**src/rtl/pe_tail_collector_pkg.sv**
```systemverilog
// rtl/pe_tail_collector_pkg.sv - shared widths and FSM encoding for the PE tail collector
package pe_tail_collector_pkg;

    localparam int V_E_F_Bit = 16;

    localparam logic [1:0] S_IDLE    = 2'd0;
    localparam logic [1:0] S_COLLECT = 2'd1;
    localparam logic [1:0] S_REPORT  = 2'd2;

    typedef enum logic [1:0] {
        ST_IDLE    = S_IDLE,
        ST_COLLECT = S_COLLECT,
        ST_REPORT  = S_REPORT
    } state_t;

endpackage

```
**src/rtl/pe_tail_collector_sw_max_tracker.sv**
```systemverilog
// rtl/pe_tail_collector_sw_max_tracker.sv - registered running maximum with its index
module sw_max_tracker #(
    parameter int W     = 16,
    parameter int IDX_W = 10
) (
    input  logic             clk,
    input  logic             rst,
    input  logic             clear,
    input  logic             update,
    input  logic [W-1:0]     value,
    input  logic [IDX_W-1:0] idx,
    output logic [W-1:0]     maxVal,
    output logic [IDX_W-1:0] maxIdx
);

    // Strict greater-than keeps the earliest index on ties.
    always_ff @(posedge clk or posedge rst) begin
        if (rst) begin
            maxVal <= '0;
            maxIdx <= '0;
        end else if (clear) begin
            maxVal <= '0;
            maxIdx <= '0;
        end else if (update && (value > maxVal)) begin
            maxVal <= value;
            maxIdx <= idx;
        end
    end

endmodule

```
**src/rtl/pe_tail_collector.sv**
```systemverilog
// rtl/pe_tail_collector.sv - consumes the last PE stream, fills the boundary buffer, reports best score per pass
module pe_tail_collector
    import pe_tail_collector_pkg::*;
#(
    parameter int W      = V_E_F_Bit,
    parameter int ADDR_W = 10
) (
    input  logic              clk,
    input  logic              rst,
    input  logic              start,
    input  logic [ADDR_W:0]   t_len,
    input  logic              write_back,
    input  logic              pe_valid,
    input  logic              newLineIn,
    input  logic [1:0]        tIn,
    input  logic [W-1:0]      vIn,
    input  logic [W-1:0]      vIn_alpha,
    input  logic [W-1:0]      fIn,
    output logic              buf_wr_en,
    output logic [ADDR_W-1:0] buf_wr_addr,
    output logic [W-1:0]      buf_v,
    output logic [W-1:0]      buf_v_alpha,
    output logic [W-1:0]      buf_f,
    output logic [1:0]        buf_t,
    output logic              busy,
    output logic              result_valid,
    input  logic              result_ready,
    output logic [W-1:0]      max_score,
    output logic [ADDR_W-1:0] max_col,
    output logic              frame_err
);

    state_t            state, stateNext;
    logic [ADDR_W:0]   tLenQ;
    logic              writeBackQ;
    logic [ADDR_W-1:0] col;
    logic              startAcc;
    logic              sample;
    logic              frameBad;
    logic              lastSample;
    logic [ADDR_W-1:0] sampleCol;

    // A newLine always resynchronises the column to 0, even out of place.
    assign sampleCol  = newLineIn ? '0 : col;
    assign frameBad   = newLineIn != (col == '0);
    assign lastSample = ({1'b0, sampleCol} == (tLenQ - {{ADDR_W{1'b0}}, 1'b1}));

    assign busy         = (state != ST_IDLE);
    assign result_valid = (state == ST_REPORT);

    always_ff @(posedge clk or posedge rst) begin
        if (rst) begin
            state <= ST_IDLE;
        end else begin
            state <= stateNext;
        end
    end

    always_comb begin
        stateNext = state;
        startAcc  = 1'b0;
        sample    = 1'b0;
        case (state)
            ST_IDLE: begin
                if (start) begin
                    startAcc  = 1'b1;
                    stateNext = (t_len == '0) ? ST_REPORT : ST_COLLECT;
                end
            end
            ST_COLLECT: begin
                if (pe_valid) begin
                    sample = 1'b1;
                    if (lastSample) begin
                        stateNext = ST_REPORT;
                    end
                end
            end
            ST_REPORT: begin
                if (result_ready) begin
                    stateNext = ST_IDLE;
                end
            end
            default: stateNext = ST_IDLE;
        endcase
    end

    always_ff @(posedge clk or posedge rst) begin
        if (rst) begin
            tLenQ       <= '0;
            writeBackQ  <= 1'b0;
            col         <= '0;
            frame_err   <= 1'b0;
            buf_wr_en   <= 1'b0;
            buf_wr_addr <= '0;
            buf_v       <= '0;
            buf_v_alpha <= '0;
            buf_f       <= '0;
            buf_t       <= '0;
        end else begin
            buf_wr_en <= sample && writeBackQ;
            if (startAcc) begin
                tLenQ      <= t_len;
                writeBackQ <= write_back;
                col        <= '0;
                frame_err  <= 1'b0;
            end
            if (sample) begin
                col         <= sampleCol + ADDR_W'(1);
                buf_wr_addr <= sampleCol;
                buf_v       <= vIn;
                buf_v_alpha <= vIn_alpha;
                buf_f       <= fIn;
                buf_t       <= tIn;
                if (frameBad) begin
                    frame_err <= 1'b1;
                end
            end
            // Stray samples after the last column are dropped but flagged.
            if ((state == ST_REPORT) && pe_valid) begin
                frame_err <= 1'b1;
            end
        end
    end

    sw_max_tracker #(
        .W     (W),
        .IDX_W (ADDR_W)
    ) u_max (
        .clk    (clk),
        .rst    (rst),
        .clear  (startAcc),
        .update (sample),
        .value  (vIn),
        .idx    (sampleCol),
        .maxVal (max_score),
        .maxIdx (max_col)
    );

endmodule

```
**config.mk**
```make
export PLATFORM = sky130hd
export DESIGN_NAME = pe_tail_collector
export DESIGN_NICKNAME = d
export VERILOG_FILES = /design/src/rtl/pe_tail_collector_pkg.sv /design/src/rtl/pe_tail_collector_sw_max_tracker.sv /design/src/rtl/pe_tail_collector.sv
export SDC_FILE = /design/constraint.sdc
export NUM_CORES = 1
export LEC_CHECK = 0
export CORE_ASPECT_RATIO = 0.75
export CORE_MARGIN = 2
export CORE_UTILIZATION = 30
export DETAILED_ROUTE_END_ITERATION = 12
export PLACE_DENSITY_LB_ADDON = 0.25
export SETUP_SLACK_MARGIN = 0.1
export SYNTH_ARGS = -nofsm -noshare
export SYNTH_HDL_FRONTEND = slang
export SYNTH_HIERARCHICAL = 1
export SYNTH_SLANG_ARGS = --single-unit
export TNS_END_PERCENT = 20
```
**constraint.sdc**
```tcl
create_clock -name clk -period 3.25 [get_ports clk]
set_clock_uncertainty 0.1 [all_clocks]
set_input_delay 0.8125 -clock clk [delete_from_list [all_inputs] [get_ports clk]]
set_output_delay 0.8125 -clock clk [all_outputs]
set_load 0.01 [all_outputs]
```
# Yosys cells after proc, flatten, opt, wreduce, memory -nomap -nowiden
# Cells that the tools add are included.
word_totals:
  regBits: 112
  latchBits: 0
  mem_bits_rw: 0
  romBits: 0
  input_bits: 68
  output_inout_bits: 90
  word_cells: 55
  n_memories: 0
classes:
  addsub: 2
  multipliers: 0
  n_div: 0
  n_lt_le_gt_ge: 1
  eq_ne: 8
  n_shift: 0
  mux: 21
  bitwise: 0
  reduce_logical: 10
op_table:
  columns: ["op", "n"]
  rows:
  - ["10-bit 2-to-1 mux", 5]
  - ["16-bit 2-to-1 mux", 2]
  - ["16-bit greater-than comparator", 1]
  - ["10-bit by 11-bit equality test with 1-bit output", 1]
  - ["11-bit logical NOT", 1]
  - ["11-bit by 1-bit subtractor with 11-bit output (second input constant)", 1]
  - ["10-bit by 1-bit adder with 10-bit output (second input constant)", 1]
  - ["10-bit logical NOT", 1]
  - ["2-bit 2-to-1 mux", 5]
  - ["1-bit 2-to-1 mux", 8]
  - ["2-bit != test (second input constant)", 3]
  - ["2-bit one-hot mux with 3 select lines", 1]
  - ["2-bit nonzero test", 3]
  - ["4-bit AND reduction", 1]
  - ["1-bit logical AND", 3]
  - ["2-bit by 1-bit equality test with 1-bit output (second input constant)", 1]
  - ["2-bit equality test (second input constant)", 1]
  - ["2-bit logical NOT", 1]
  - ["2-bit by 1-bit != test with 1-bit output (second input constant)", 1]
  - ["1-bit != test", 1]

# Depth between registers and ports, before layout
# Gate-level depths: netlist of run 1.
depth:
  depth_word: 6
  mapped_depth: 10

# Hierarchy
# The synthesis of run 1 kept the hierarchy.
by_module_without_submodules:
  columns: ["module", "n_inst", "cells_each", "area_per_inst_um2", "seq_area_each_um2"]
  rows:
  - ["pe_tail_collector", 1, 439, 3908.7, 2152.1]
  - ["sw_max_tracker", 1, 170, 1735.4, 650.6]

# Worst setup path before layout of run 1
# Ideal clock, no wire load.
synth_timing:
  path_type: "input-to-reg"
  start: "in vIn[15]"
  end: "reg u_max.maxIdx[5]"
  setup_ns: 0.079
  arrival_ns: 2.530
  required_time_ns: 3.071
  path_slack_ns: 0.541
  cell_stages: 8
  n_path_buf: 2
  path_cell_list: "ha_1 -> nand4_2 -> or4_1 -> a21o_1 -> a31oi_1 -> buf_6 -> buf_12 -> mux2i_1"
synth_between:
  elab_chain_len: 3
synth_lines:
  columns: ["element", "line", "source"]
  rows:
  - ["start: declaration", "pe_tail_collector.sv:16", "input logic [W-1:0] vIn,"]
  - ["16-bit greater-than comparator", "pe_tail_collector_sw_max_tracker.sv:24", "end else if (update && (value > maxVal)) begin"]
  - ["1-bit logical AND", "pe_tail_collector_sw_max_tracker.sv:24", null]
  - ["2-bit nonzero test (no source line)", null, null]
  - ["end signal: assignment", "pe_tail_collector_sw_max_tracker.sv:26", "maxIdx <= idx;"]
  - ["end: declaration", "pe_tail_collector_sw_max_tracker.sv:13", "output logic [IDX_W-1:0] maxIdx"]
# Every way passes these cells.
# A chain may end at the register's enable or synchronous reset.

# Worst setup path after layout of run 1
layout_timing:
  start: "in vIn[15]"
  end: "reg u_max.maxVal[2]"
layout_between:
  elab_chain_len: 3
layout_lines:
  columns: ["element", "line", "source"]
  rows:
  - ["16-bit greater-than comparator", "pe_tail_collector_sw_max_tracker.sv:24", null]
  - ["1-bit logical AND", "pe_tail_collector_sw_max_tracker.sv:24", null]
  - ["2-bit nonzero test (no source line)", null, null]
  - ["end signal: assignment", "pe_tail_collector_sw_max_tracker.sv:25", "maxVal <= value;"]
  - ["end: declaration", "pe_tail_collector_sw_max_tracker.sv:12", "output logic [W-1:0] maxVal,"]
# Every way passes these cells.

==> results.md, run 1 <==
Die:
- The floorplan row count is 43.
- 158 I/O pins were placed.
- The die is 123 um tall.
- The die is 162 um wide.
- The area enclosed by the die boundary is roughly 20000 um^2.
- The core region is roughly 18000 um^2.
- For this configuration, the core starts out at a cell density of 0.306.

Clock network:
- The root buffer selected by CTS is sky130_fd_sc_hd__clkbuf_16.
- The number of buffers added by the clock tree synthesis step is 9.
- The H-tree was split into 3 levels.
- The clock latency of the later-clocked register in the worst-skew pair is 0.35 ns.
- The number of setup buffers added after CTS is 0.
- The number of buffers inserted for hold repair after clock tree synthesis is 0.
- Counting every sink on the clock net gives 112.
- The number of gates resized after cts is 0.
- The clock tree from TritonCTS is done.
- The maximum buffer depth of the clock tree is 2.
- The clock transition at the registers of the reported paths is 0.07 ns.

Timing:
- The max-slew violation count came to 0.
- Summed over all failing endpoints, the final setup total negative slack is 0 ns.
- Timing would allow up to about 340 MHz.
- Setup repair after global routing left no endpoint under its margin.
- Hold is met by 0.375 ns.
- The final hold violation count is 0.
- In the post-route analysis, the smallest setup slack over all paths is 0.303 ns.
- For the pin with the worst max-slew slack, the measured transition is 0.609 ns.
- The normalized max-slew margin is 0.593.
- Setup violations remaining at the end of the flow were counted as 0.
- The routed design could run at a clock period as short as 2.95 ns.
- The share of the clock period used by the worst path is 0.907.

Worst setup path:
- STA classifies the critical path endpoint as a flop.
- In this run the worst setup path terminates at u_max/maxVal[2]$_DFFE_PP0P_.
- The terminus of the critical flop-to-flop path is state[0]$_DFFE_PP0P_.
- Counting cells, the worst reg-to-reg path comes to 7.
- In this run the critical register-to-register path is launched from tLenQ[0]$_DFFE_PP0P_.
- The worst path required time is 3.42 ns.
- The largest fanout on the critical path is 13.
- The critical path starts at vIn[15].
- The type of element launching the critical path is a primary input.
- For flop-to-flop paths, the worst setup slack is 0.57 ns.
- The critical path in this run is classified as in -> reg.
- The arrival time of the worst setup path is 3.11 ns.

Synth:
- A synthesized cell averages about 9.3 um^2.
- The number of nets in the synthesized netlist is 695.
- In the synthesized netlist the async set-or-reset flop fraction comes to 1.00.
- The register bit count reported by yosys is about 110.
- Synthesis produced 609 cells.
- The count of different cell masters after synthesis is 55.
- For this run, the leading register cell type out of synthesis is sky130_fd_sc_hd__dfrtp_1.
- The share of the yosys chip area belonging to registers is 0.497.
- During synthesis, Yosys emitted a total of 6 warnings.
- Counting flops with a built-in enable in the synthesized netlist gives 0.
- After synthesis the cells add up to between 5000 and 6000 um^2.

Place:
- OpenSTA, run right after detailed placement, puts the worst setup slack at -0.0657 ns.
- The area after detailed placement is roughly 7700 um^2.
- The number of buffers added on ports is 157.
- The routability congestion estimate from global placement is 0.768.
- The detailed placer's ending HPWL is 11100 um.

Finish:
- Once layout is done, the placed cells without fillers occupy about 8000 um^2.
- The area occupied by registers is approximately 2800 um^2.
- The layout cell share with drive strength beyond 1 is 0.0943.
- The final layout contains 876 nets.
- The count of antenna diodes in the layout is 0.
- After filler insertion, the fill cell instance count of the layout stands at approximately 1800.
- Relative to the synthesized area, the layout overhead comes to 42.6%.
- The multi-input combinational cells in the finished layout cover a total of 2610 um^2.

Power:
- Total power for the finished layout comes to between 0.005 and 0.006 W.
- In this run the power density over the cells is 634 nW/um^2.
- The leakage power figure is 3.77 nW.
- Across the VDD grid, the largest voltage drop is 233 uV.

Drt:
- The number of DRC markers in iteration 0 is 244.
- The count of nets left with antenna violations after detail routing is 0.
- Detailed routing inserted a total of between 4000 and 5000 vias.
- The total iterations of the first detailed-routing run is 4.
- In the routed design, unresolved DRC markers number 0.
- The overall routed net length is about 15000 um.
- The routed wire length per instance is 14.4 um.
- The average via count per standard cell is between 4 and 5.

Worst hold path:
- The worst hold-check path type is reg -> reg.
- The worst hold path cell count is 2.

GRT:
- The wire length of the first global-routing pass is 24600 um.
- The initial antenna violation count is 0.
- Entering global routing, the biggest net connects between 50 and 60 pins.
- The global-route total usage across every layer is 0.157.
- The via count of the first global-routing pass is 4630.
- The remaining global-route overflow is 0.

Run status:
- The run finished with clean final reports.

Flow run:
- Across the run, the number of max-cap violations was 0.
## cells in the final DEF (no fill, tap or decap), types with 3 or more instances in the layout
| cell | n |
|---|---|
| sky130_fd_sc_hd__dfrtp_1 | 112 |
| sky130_fd_sc_hd__inv_1 | 28 |
| sky130_fd_sc_hd__xnor2_1 | 5 |
| sky130_fd_sc_hd__or2b_1 | 15 |
| sky130_fd_sc_hd__nor2_1 | 15 |
| sky130_fd_sc_hd__buf_4 | 37 |
| sky130_fd_sc_hd__mux2i_1 | 26 |
| sky130_fd_sc_hd__xor2_1 | 5 |
| sky130_fd_sc_hd__nand3_1 | 5 |
| sky130_fd_sc_hd__nand4_1 | 5 |
| sky130_fd_sc_hd__nand2b_1 | 44 |
| sky130_fd_sc_hd__buf_12 | 3 |
| sky130_fd_sc_hd__a21oi_1 | 10 |
| sky130_fd_sc_hd__nor3_1 | 6 |
| sky130_fd_sc_hd__or4_1 | 3 |
| sky130_fd_sc_hd__nor2b_1 | 6 |
| sky130_fd_sc_hd__clkdlybuf4s50_1 | 157 |
| sky130_fd_sc_hd__and2_1 | 3 |
| sky130_fd_sc_hd__clkbuf_8 | 3 |
| sky130_fd_sc_hd__ha_1 | 18 |
| sky130_fd_sc_hd__nor4_1 | 4 |
| sky130_fd_sc_hd__clkbuf_16 | 9 |
| sky130_fd_sc_hd__a21o_1 | 4 |
| sky130_fd_sc_hd__nand2_1 | 196 |
| sky130_fd_sc_hd__mux2_2 | 9 |
| sky130_fd_sc_hd__o21ai_0 | 22 |
## where the power goes
group          internal (W)  switching (W)  total, W
clock network      0.000593       0.000528   0.00112
logic               0.00107       0.000909   0.00198
registers           0.00171       0.000284   0.00200
total               0.00338        0.00172   0.00510
## routing by layer
| metal | vias up | routed length (um) | global-route usage |
|---|---|---|---|
| met5 | - | 0 | 0 |
| met4 | 0 | 114 | 0.0360 |
| met3 | 9 | 1070 | 0.0493 |
| met2 | 125 | 6100 | 0.224 |
| met1 | 2159 | 7720 | 0.230 |
| li1 | 2354 | - | - |
## sequential cells by signal, indices dropped and copies added, names as in the netlist
register and cells:
state 2, u_max/maxIdx 10, buf_wr_addr 10, buf_t 2, buf_v_alpha 16, writeBackQ 1, frame_err 1, buf_wr_en 1
buf_v 16, col 10, u_max/maxVal 16, tLenQ 11, buf_f 16
## synth_stat cells (4+ instances only)
cell,instances,area (um^2)
sky130_fd_sc_hd__a21o_1,4,30.0
sky130_fd_sc_hd__a21oi_1,10,50.1
sky130_fd_sc_hd__clkbuf_1,19,71.3
sky130_fd_sc_hd__dfrtp_1,112,2800
sky130_fd_sc_hd__ha_1,18,225
sky130_fd_sc_hd__inv_1,30,113
sky130_fd_sc_hd__mux2_2,9,101
sky130_fd_sc_hd__mux2i_1,26,260
sky130_fd_sc_hd__nand2_1,196,736
sky130_fd_sc_hd__nand2b_1,44,275
sky130_fd_sc_hd__nand3_1,6,30.0
sky130_fd_sc_hd__nand4_1,5,31.3
sky130_fd_sc_hd__nor2_1,16,60.1
sky130_fd_sc_hd__nor2b_1,6,37.5
sky130_fd_sc_hd__nor3_1,6,30.0
sky130_fd_sc_hd__nor4_1,4,25.0
sky130_fd_sc_hd__o21ai_0,22,110
sky130_fd_sc_hd__or2b_1,15,113
sky130_fd_sc_hd__xnor2_1,5,43.8
sky130_fd_sc_hd__xor2_1,5,43.8
## cell families (layout without fill, tap and decap cells)
family / after synthesis / after routing / synth area share
and+or+nand+nor: 316 / 316 / 0.264
DFF: 112 / 112 / 0.497
AOI/OAI and AO/OA: 60 / 60 / 0.0705
buffers and inverters: 57 / 243 / 0.0459
muxes: 35 / 35 / 0.0641
adders and majority gates: 18 / 18 / 0.0399
xor gates and xnor gates: 11 / 11 / 0.0195
## worst max-delay path, cell delays in order
cell and delay (ns):
sky130_fd_sc_hd__clkdlybuf4s50_1 0.46, sky130_fd_sc_hd__ha_1 0.33, sky130_fd_sc_hd__nand4_2 0.14, sky130_fd_sc_hd__or4_1 0.50
sky130_fd_sc_hd__a21o_1 0.20, sky130_fd_sc_hd__a31oi_4 0.25, sky130_fd_sc_hd__buf_12 0.20, sky130_fd_sc_hd__mux2i_1 0.21
## how the worst min path moves through the flow
| stage | from | end | slack, ns |
|---|---|---|---|
| after floorplan | writeBackQ$_DFFE_PP0P_ | buf_wr_en$_DFF_PP0_ | 0.35 |
| after global placement | buf_v_alpha[14]$_DFFE_PP0P_ | buf_v_alpha[14]$_DFFE_PP0P_ | 0.36 |
| after detailed placement | buf_t[1]$_DFFE_PP0P_ | buf_t[1]$_DFFE_PP0P_ | 0.36 |
| after CTS | buf_t[1]$_DFFE_PP0P_ | buf_t[1]$_DFFE_PP0P_ | 0.38 |
| after global routing | buf_wr_addr[0]$_DFFE_PP0P_ | buf_wr_addr[0]$_DFFE_PP0P_ | 0.40 |
| final | buf_v[12]$_DFFE_PP0P_ | buf_v[12]$_DFFE_PP0P_ | 0.38 |
## layout make-up
cell class,count,area share
timing repair buffer,197,0.237
multi-input combinational,440,0.324
clock inverter,4,0.00435
sequential,112,0.348
clock buffer,12,0.0331
tap,247,0.0384
inverter,30,0.0142
## per-stage QoR
stage / util / cells
after floorplan: - / 609
after global placement: 0.420 / 1026
after detailed placement: 0.420 / 1026
after CTS: 0.436 / 1042
after global routing: 0.436 / 1042
final: 0.436 / 1042
(Power assumes the default switching activity.)
==> inputs of run 2 (changes only) <==
Settings changed: CTS_CLUSTER_DIAMETER set to 30.
==> results of run 2 <==
The final DEF is identical to that of run 1; final timing and power are the same.
